**src/rtl/writeback_pkg.sv**
```systemverilog
// Shared register-file types for the writeback slice: register address, data word,
// and the address/data pair carried through the load-result FIFO.
package writeback_pkg;
    localparam int ADDR_W = 5;
    localparam int DATA_W = 32;

    typedef logic [ADDR_W-1:0] addr_t;
    typedef logic [DATA_W-1:0] word_t;

    typedef struct packed {
        addr_t addr;
        word_t data;
    } wb_t;
endpackage

```
**src/rtl/wb_fifo.sv**
```systemverilog
// Synchronous FIFO of writeback entries; head is visible combinationally while non-empty.
module wb_fifo
    import writeback_pkg::*;
#(
    parameter int DEPTH = 4
) (
    input  logic clk,
    input  logic reset,
    input  logic push,
    input  wb_t  push_data,
    input  logic pop,
    output wb_t  head,
    output logic full,
    output logic empty
);
    localparam int PTR_W = $clog2(DEPTH);

    logic [PTR_W-1:0] wr_ptr;
    logic [PTR_W-1:0] rd_ptr;
    logic [PTR_W:0]   count;
    wb_t              mem [DEPTH];
    logic             do_push;
    logic             do_pop;

    assign full    = (count == (PTR_W+1)'(DEPTH));
    assign empty   = (count == '0);
    assign do_push = push && !full;
    assign do_pop  = pop && !empty;
    assign head    = mem[rd_ptr];

    // Pointers wrap naturally because DEPTH is a power of two.
    always_ff @(posedge clk) begin
        if (reset) begin
            wr_ptr <= '0;
            rd_ptr <= '0;
            count  <= '0;
        end else begin
            if (do_push) wr_ptr <= wr_ptr + 1'b1;
            if (do_pop)  rd_ptr <= rd_ptr + 1'b1;
            case ({do_push, do_pop})
                2'b10:   count <= count + 1'b1;
                2'b01:   count <= count - 1'b1;
                default: count <= count;
            endcase
        end
    end

    always_ff @(posedge clk) begin
        if (do_push) mem[wr_ptr] <= push_data;
    end
endmodule

```
**src/rtl/writeback.sv**
```systemverilog
// Register-file write port: arbitrates ALU results against buffered loads, tracks
// pending loads for issue interlock, and bypasses the in-flight write to rs1/rs2.
module writeback
    import writeback_pkg::*;
#(
    parameter int LSU_DEPTH = 4
) (
    input  logic        clk,
    input  logic        reset,
    input  logic        alu_valid,
    output logic        alu_ready,
    input  logic [4:0]  alu_addr,
    input  logic [31:0] alu_data,
    input  logic        lsu_valid,
    output logic        lsu_ready,
    input  logic [4:0]  lsu_addr,
    input  logic [31:0] lsu_data,
    input  logic        pend_en,
    input  logic [4:0]  pend_addr,
    input  logic [4:0]  rs1_addr,
    input  logic [4:0]  rs2_addr,
    input  logic [31:0] rf_rs1_data,
    input  logic [31:0] rf_rs2_data,
    output logic [31:0] rs1_data,
    output logic [31:0] rs2_data,
    output logic        rs1_busy,
    output logic        rs2_busy,
    output logic        rd_en,
    output logic [4:0]  rd_addr,
    output logic [31:0] rd_data
);
    wb_t         lsu_wb;
    wb_t         lsu_head;
    wb_t         sel_wb;
    logic        fifo_full;
    logic        fifo_empty;
    logic        alu_acc;
    logic        fifo_pop;
    logic        wr_vld;
    logic        wr_load;
    logic        vld_p1;
    logic        load_p1;
    wb_t         wb_p1;
    logic [31:0] busy;

    assign lsu_wb.addr = lsu_addr;
    assign lsu_wb.data = lsu_data;

    wb_fifo #(.DEPTH(LSU_DEPTH)) u_fifo (
        .clk       (clk),
        .reset     (reset),
        .push      (lsu_valid && lsu_ready),
        .push_data (lsu_wb),
        .pop       (fifo_pop),
        .head      (lsu_head),
        .full      (fifo_full),
        .empty     (fifo_empty)
    );

    assign alu_ready = !fifo_full;
    assign lsu_ready = !fifo_full;

    // A full FIFO always drains so loads can never be starved by a busy ALU.
    always_comb begin
        alu_acc     = alu_valid && !fifo_full;
        fifo_pop    = fifo_full || (!alu_acc && !fifo_empty);
        wr_vld      = alu_acc || fifo_pop;
        wr_load     = !alu_acc;
        sel_wb      = lsu_head;
        if (alu_acc) begin
            sel_wb.addr = alu_addr;
            sel_wb.data = alu_data;
        end
    end

    // ---- stage p1: registered write port ----
    always_ff @(posedge clk) begin
        if (reset) begin
            vld_p1  <= 1'b0;
            load_p1 <= 1'b0;
            wb_p1   <= '0;
        end else begin
            vld_p1  <= wr_vld && (sel_wb.addr != '0);
            load_p1 <= wr_load;
            if (wr_vld) wb_p1 <= sel_wb;
        end
    end

    assign rd_en   = vld_p1;
    assign rd_addr = wb_p1.addr;
    assign rd_data = wb_p1.data;

    // Set is written after clear so a same-cycle set of the same register wins.
    always_ff @(posedge clk) begin
        if (reset) begin
            busy <= '0;
        end else begin
            if (vld_p1 && load_p1) busy[wb_p1.addr] <= 1'b0;
            if (pend_en && (pend_addr != '0)) busy[pend_addr] <= 1'b1;
        end
    end

    assign rs1_busy = (rs1_addr != '0) && busy[rs1_addr];
    assign rs2_busy = (rs2_addr != '0) && busy[rs2_addr];

    assign rs1_data = (vld_p1 && (wb_p1.addr == rs1_addr) && (rs1_addr != '0)) ? wb_p1.data : rf_rs1_data;
    assign rs2_data = (vld_p1 && (wb_p1.addr == rs2_addr) && (rs2_addr != '0)) ? wb_p1.data : rf_rs2_data;
endmodule

```
**config.mk**
```make
export PLATFORM = sky130hd
export DESIGN_NAME = writeback
export DESIGN_NICKNAME = d
export VERILOG_FILES = /design/src/rtl/writeback_pkg.sv /design/src/rtl/wb_fifo.sv /design/src/rtl/writeback.sv
export SDC_FILE = /design/constraint.sdc
export NUM_CORES = 1
export LEC_CHECK = 0
export ABC_AREA = 1
export CORE_MARGIN = 2
export CORE_UTILIZATION = 45
export DETAILED_ROUTE_END_ITERATION = 10
export PLACE_DENSITY = 0.77
export SKIP_LAST_GASP = 1
export SLEW_MARGIN = 10
export SYNTH_ARGS = -nofsm -noshare
export SYNTH_HDL_FRONTEND = slang
export SYNTH_SLANG_ARGS = --single-unit
```
**constraint.sdc**
```tcl
create_clock -name clk -period 2.95 [get_ports clk]
set_input_delay 0.7375 -clock clk [delete_from_list [all_inputs] [get_ports clk]]
set_output_delay 0.7375 -clock clk [all_outputs]
set_load 0.05 [all_outputs]
```
==> impl_results.md, run 1 <==
- Worst Hold Class: register to register
- Largest net degree at the start of global routing: 75
- Area growth, synth to finish: 53.4%
- Register area share after synthesis: 57.6%
- Initial DRC count: 1046
- Placed cell areas: 14200 um2
- DR DRC count: 0
- TritonCTS Buffers: 24
- Mapped Cells: 1200
- CP peak stage delay: 0.25 ns
- Crit. End Element: primary output
- Slew Limit Fails: 0
- Post-route ant nets: 0
- Design internal power: 7410 uW
- WP buf/inv: 7
- # hold bufs at CTS: 0
- Average vias per placed instance: 5.58
- Initial antenna violation count: 2
- Cell area after synthesis: 10500 um2
- FP Rows: 55
- Finished Cell Area: 16100 um2
- Final worst setup slack: -0.116 ns
- Kind of cell adding the most delay to the critical path: buffers and inverters
- Layout cells sized above 1: 21.8%
- Failing checks: negative setup slack
- CP required: 2.21 ns
- Drt wl/cell: 20.6 um
- # port buffers: 263
- Max Fanout on Critical Path: 5
- Pwr dens: 747 nW/um2
- Clock transition at the registers of the reported paths: 0.06 ns
- Register bit total from synthesis: 228
- Synthesized area per cell: 8.75 um2
- Vias in the first global route: 9834
- Die height: 157 um
- Final Hold Vio Count: 0
- Unrepaired setup endpoints after global routing: yes
- VDD IR max: 732 uV
- Switching Fraction: 38.4%
- CP Cell Sequence: dlygate4sd2_1 -> inv_2 -> nand2_2 -> nor4_4 -> buf_4 -> nor3_4 -> buf_12 -> nand2_8 -> buf_12 -> clkbuf_16 -> nand2_2 -> nand2_2 -> buf_12
- DR pass1 iterations: 6
- Net Switching: 4620 uW
- Seq pwr share: 35.4%
- GRT overflow: 0
- Clk_lat worst skew: 0.53 ns
- Root Driver: clkbuf_16
- Max Clock Skew: 0.0282 ns
- Period minus WS final: 3.07 ns
- Slew at the pin with the worst max-slew slack: 0.748 ns
- First-pass GRT wire length: 55.3 mm
- Max Clk Rate: 326 MHz
- Max_slew headroom: 50.1%
- Core area: 22800 um2
- Vias: 10300
- Post-DP HPWL: 24.7 mm
- Final setup vio count: 39
- NumNets Final: 1673
- Clk sinks: 228
- CTS tree: yes
- Synthesis warning total: 0
- Status: finished with violations
- Die extent in x: 157 um
- All-Layer GR Usage: 29.1%
- I/O pins: 264
- Initial core utilization: 46.1%
- Critical path's slowest cell: dlygate4sd2_1
- Combinational fraction of design power: 38.1%
- Critical path type: primary input to primary output
- Pleak: 0.00617 uW
- Crit start category: primary input
- Clock network power share: 26.5%
- Placer Congestion: 0.964
- Total Power: 12000 uW
- Period Utilization, post-route: 104%
- Clk buf depth: 3
- Die area: 24600 um2
- Final wirelength: 38.0 mm
- Synthesized Nets: 1364
- WP data arrival: 2.33 ns
- H-tree depth: 1
- Synth unique cells: 33
- Max-cap violations: 0
[per-layer routing]
metal	up-vias	share of wire, %	GRT usage [%]
met5	-	0	0
met4	0	3.5	9.04
met3	84	7.7	4.60
met2	510	49	49.0
met1	4922	40	38.6
li1	4775	-	-
[power by group through the flow]
stage | Clock (uW) | Sequential [uW] | Combinational, uW
finish | 3180 | 4260 | 4590
global route | 3350 | 4290 | 4850
CTS | 3220 | 4230 | 4410
detailed placement | 0 | 4290 | 4170
global placement | 0 | 4270 | 4110
floorplan | 0 | 4780 | 1900
[flip-flops by register name, summed over array words and instances, names as in the netlist, named ones only]
register and count:
busy 32, load_p1 1, rd_addr 5, rd_data 32, rd_en 1, u_fifo.count 3, u_fifo.mem 148, u_fifo.rd_ptr 2
u_fifo.wr_ptr 2
[Yosys cell counts, drive strengths merged]
library cell / number / area, um2
nand2: 298 / 1130
o21ai: 175 / 880
edfxtp: 148 / 4440
nor2: 125 / 472
nand3: 113 / 566
dfxtp: 80 / 1600
inv: 55 / 209
a21oi: 45 / 225
buf: 36 / 208
o22ai: 36 / 225
clkbuf: 35 / 131
a31oi: 19 / 119
nor3: 14 / 80.1
ha: 5 / 62.6
or2: 5 / 31.3
nor4: 3 / 40.0
o211ai: 2 / 15.0
xnor2: 2 / 17.5
xor2: 2 / 17.5
fa: 1 / 20.0
nand4: 1 / 6.26
[cell usage in the layout, fill, tap and decap left out, drive strengths merged]
master         instances
a21oi                 45
a31oi                 19
buf                  155
bufbuf                 1
bufinv                 4
clkbuf                38
clkdlybuf4s15          1
clkdlybuf4s50        187
clkinv                 8
clkinvlp               3
dfxtp                 80
diode                  3
dlygate4sd2            1
edfxtp               148
fa                     1
ha                     5
inv                   55
nand2                298
nand3                113
nand4                  1
nor2                 125
nor3                  14
nor4                   3
o211ai                 2
o21ai                175
o22ai                 36
or2                    5
xnor2                  2
xor2                   2
[through the flow]
stage / TNS [ns] / std cells / worst slack, ns / hold slack, ns / utilization (%)
6_report: -2.40 / 1843 / -0.116 / 0.480 / 70.7
4_1_cts: -1.47 / 1829 / -0.0706 / 0.482 / 68.7
5_1_grt: -5.94 / 1841 / -0.186 / 0.494 / 70.7
2_1_floorplan: -1.05 / 1200 / -0.0879 / 0.412 / -
3_5_place_dp: -15.36 / 1763 / -0.289 / 0.440 / 62.2
3_3_place_gp: -13.97 / 1763 / -0.268 / 0.423 / 62.2
[cells by family after synthesis]
kind of cell / Yosys count / share of synthesized area [%]
DFF: 228 / 57.6
adders and majority gates: 6 / 0.786
xor gates and xnor gates: 4 / 0.334
and+or+nand+nor: 559 / 22.2
AOI/OAI and AO/OA: 277 / 13.9
buffers and inverters: 126 / 5.22
[area by class of cell]
class / count / area (um2)
Clock inverter: 15 / 204
Sequential cell: 228 / 6060
Multi-Input combinational cell: 846 / 4420
Antenna cell: 3 / 7.51
Tap cell: 313 / 392
Timing Repair Buffer: 354 / 4160
Inverter: 55 / 211
Fill cell: 1614 / 6670
Clock buffer: 29 / 659
[final timing paths]
| kind | from | endpoint | slack, ns | depth (start not counted) |
|---|---|---|---|---|
| max | rs2_addr[1] | rs2_data[2] | -0.12 | 13 |
| min | u_fifo.rd_ptr[1] | u_fifo.rd_ptr[1] | 0.48 | 1 |
| max reg2reg | u_fifo.count[0] | rd_data[4] | 0.77 | 5 |
| min reg2reg | u_fifo.rd_ptr[1] | u_fifo.rd_ptr[1] | 0.48 | 1 |
[what timing repair did]
| item | CTS | global route |
|---|---|---|
| cloned | 5 | 7 |
| endpoints found under the setup margin | 66 | 65 |
| gates resized for setup | 122 | 81 |
| buffers inserted | 19 | 6 |
| pin swaps | 10 | 20 |
Note: power is estimated with default switching activity, not from simulation.
==> run 2: changes to the inputs <==
Settings changed: CORE_UTILIZATION 45 to 35, PLACE_DENSITY 0.77 to not set.
==> impl_results.md, run 2 (synthesis gave the netlist of run 1 again) <==
- Setup_tns: -0.198 ns
- Core area: 29600 um2
- WP data arrival: 2.24 ns
- Met2 usage: 38.5%
- Slew Limit Fails: 0
- Clk sinks: 228
- Final wirelength: 38.8 mm
- Worst Hold Class: register to register
- Final setup vio count: 10
- All-Layer GR Usage: 23.9%
- I/O pins: 264
- Average vias per placed instance: 5.21
- Clk_lat worst skew: 0.54 ns
- Initial DRC count: 1045
- Initial core utilization: 35.5%
- Max_slew headroom: 46.2%
- Pleak: 0.00609 uW
- DR DRC count: 0
- Failing checks: negative setup slack
- Die area: 31400 um2
- Clock network power share: 25.0%
- FP Rows: 63
- Max Clk Rate: 335 MHz
- TritonCTS Buffers: 25
- Gr busiest metal: met2
- FF-to-FF Start: u_fifo.count[0]
- Seq pwr share: 35.8%
- VDD IR max: 552 uV
- Area growth, synth to finish: 52.7%
- Largest net degree at the start of global routing: 75
- Critical path type: primary input to primary output
- Post-route ant nets: 0
- Status: finished with violations
- Die height: 177 um
- Period Utilization, post-route: 101%
- # port buffers: 263
- Layout cells sized above 1: 21.2%
- Commonest non-fill, non-tap cell in the layout: nand2_1
- Drt wl/cell: 20.1 um
- RR Endpoint: rd_data[0]
- First-pass GRT wire length: 56.9 mm
- Pwr dens: 736 nW/um2
- Max FFs per register: 148
- Design internal power: 7170 uW
- R2R depth: 5
- Crit start category: primary input
- Hold path endpoint: u_fifo.rd_ptr[1]
- DR pass1 iterations: 6
- Vias in the first global route: 9641
- Placer Congestion: 0.966
- Setup Slack @ Placement: -0.401 ns
- Max Clock Skew: 0.0111 ns
- Final Util: 54.3%
- NumNets Final: 1679
- Most flop-heavy register: u_fifo.mem
- Post-DP HPWL: 26.1 mm
- # hold bufs at CTS: 0
- Worst hold stages: 1
- Final worst setup slack: -0.0324 ns
- Die extent in x: 177 um
- Root Driver: clkbuf_16
- Total Power: 11800 uW
- M3 GR Usage: 5.52%
- GRT overflow: 0
- Max-cap violations: 0
- Final Hold Vio Count: 0
- CTS tree: yes
- Unrepaired setup endpoints after global routing: yes
- H-tree depth: 1
- Combinational fraction of design power: 39.2%
- Initial antenna violation count: 6
- Clk buf depth: 3
- Period minus WS final: 2.98 ns
- Switching Fraction: 39.2%
- Grt met1 use: 31.0%
- Vias: 10100
- Clock transition at the registers of the reported paths: 0.06 ns
- Net Switching: 4630 uW
- Hold Crit Start: u_fifo.rd_ptr[1]
- Slew at the pin with the worst max-slew slack: 0.806 ns
- CP required: 2.21 ns
- Crit. End Element: primary output
- R2R setup slack: 0.85 ns
- Max Fanout on Critical Path: 6
- Leading cell types in the layout, fill and taps excluded: nand2_1, clkdlybuf4s50_1, edfxtp_1
-- run 2: changes by cell type in the layout (fill, tap and decap cells not counted), moves of 4 or more --
cell / before / now
nand2_4: 15 / 4
buf_4: 63 / 67
nand2_1: 226 / 235
clkbuf_1: 1 / 8
buf_12: 60 / 65
-- run 2: worst max path at each step --
stage,startpoint,to,slack (ns),depth (start not counted)
after floorplan,rs1_addr[0],rs1_data[14],-0.09,8
after global placement,rs2_addr[2],rs2_data[26],-0.36,9
after detailed placement,rs2_addr[2],rs2_data[22],-0.40,9
after CTS,rs2_addr[1],rs2_data[2],-0.1,13
after global routing,rs2_addr[1],rs2_data[28],-0.11,13
final,rs2_addr[1],rs2_data[28],-0.03,13
-- run 2: metal layers --
metal  wire length (um)  part of all wire [%]
met1              16300                    42
met5                  7                 0.018
met2              18500                    48
met4               1270                   3.3
met3               2750                   7.1
-- run 2: metrics by stage --
| stage | instance area [um2] | hold WS, ns | cells |
|---|---|---|---|
| detailed placement | 14300 | 0.431 | 1849 |
| CTS | 15800 | 0.442 | 1917 |
| floorplan | 10500 | 0.412 | 1200 |
| finish | 16000 | 0.442 | 1929 |
| global route | 16000 | 0.473 | 1927 |
| global placement | 14300 | 0.429 | 1849 |
-- run 2: timing repair --
action | CTS | global route
setup endpoints to repair | 66 | 65
pin swaps | 12 | 24
gates cloned | 6 | 2
hold endpoints to repair | 0 | 0
gates resized for setup | 122 | 73
buffers inserted | 17 | 12
-- run 2: power by group through the flow --
| stage | clock (uW) | sequential, uW | combinational (uW) |
|---|---|---|---|
| 2_1_floorplan | 0 | 4780 | 1900 |
| 3_3_place_gp | 0 | 4270 | 4230 |
| 3_5_place_dp | 0 | 4270 | 4260 |
| 4_1_cts | 2990 | 4210 | 4510 |
| 5_1_grt | 3120 | 4270 | 4940 |
| 6_report | 2950 | 4230 | 4620 |
-- run 2: critical path, stage by stage --
cell	delay, ns
clkdlybuf4s15_2	0.21
inv_2	0.06
nand2_1	0.06
nor4_2	0.21
buf_4	0.16
nor3_4	0.04
buf_12	0.14
nand2_8	0.12
buf_12	0.12
buf_8	0.11
nand2_1	0.06
nand2_2	0.08
buf_12	0.13
-- run 2: area by class of cell --
| type | count | area (um2) |
|---|---|---|
| Tap cell | 390 | 488 |
| Antenna cell | 5 | 12.5 |
| Timing Repair Buffer | 359 | 4150 |
| Sequential cell | 228 | 6070 |
| Clock buffer | 34 | 669 |
| Multi-Input combinational cell | 846 | 4340 |
| Clock inverter | 12 | 97.6 |
| Inverter | 55 | 214 |
| Fill cell | 2616 | 13500 |
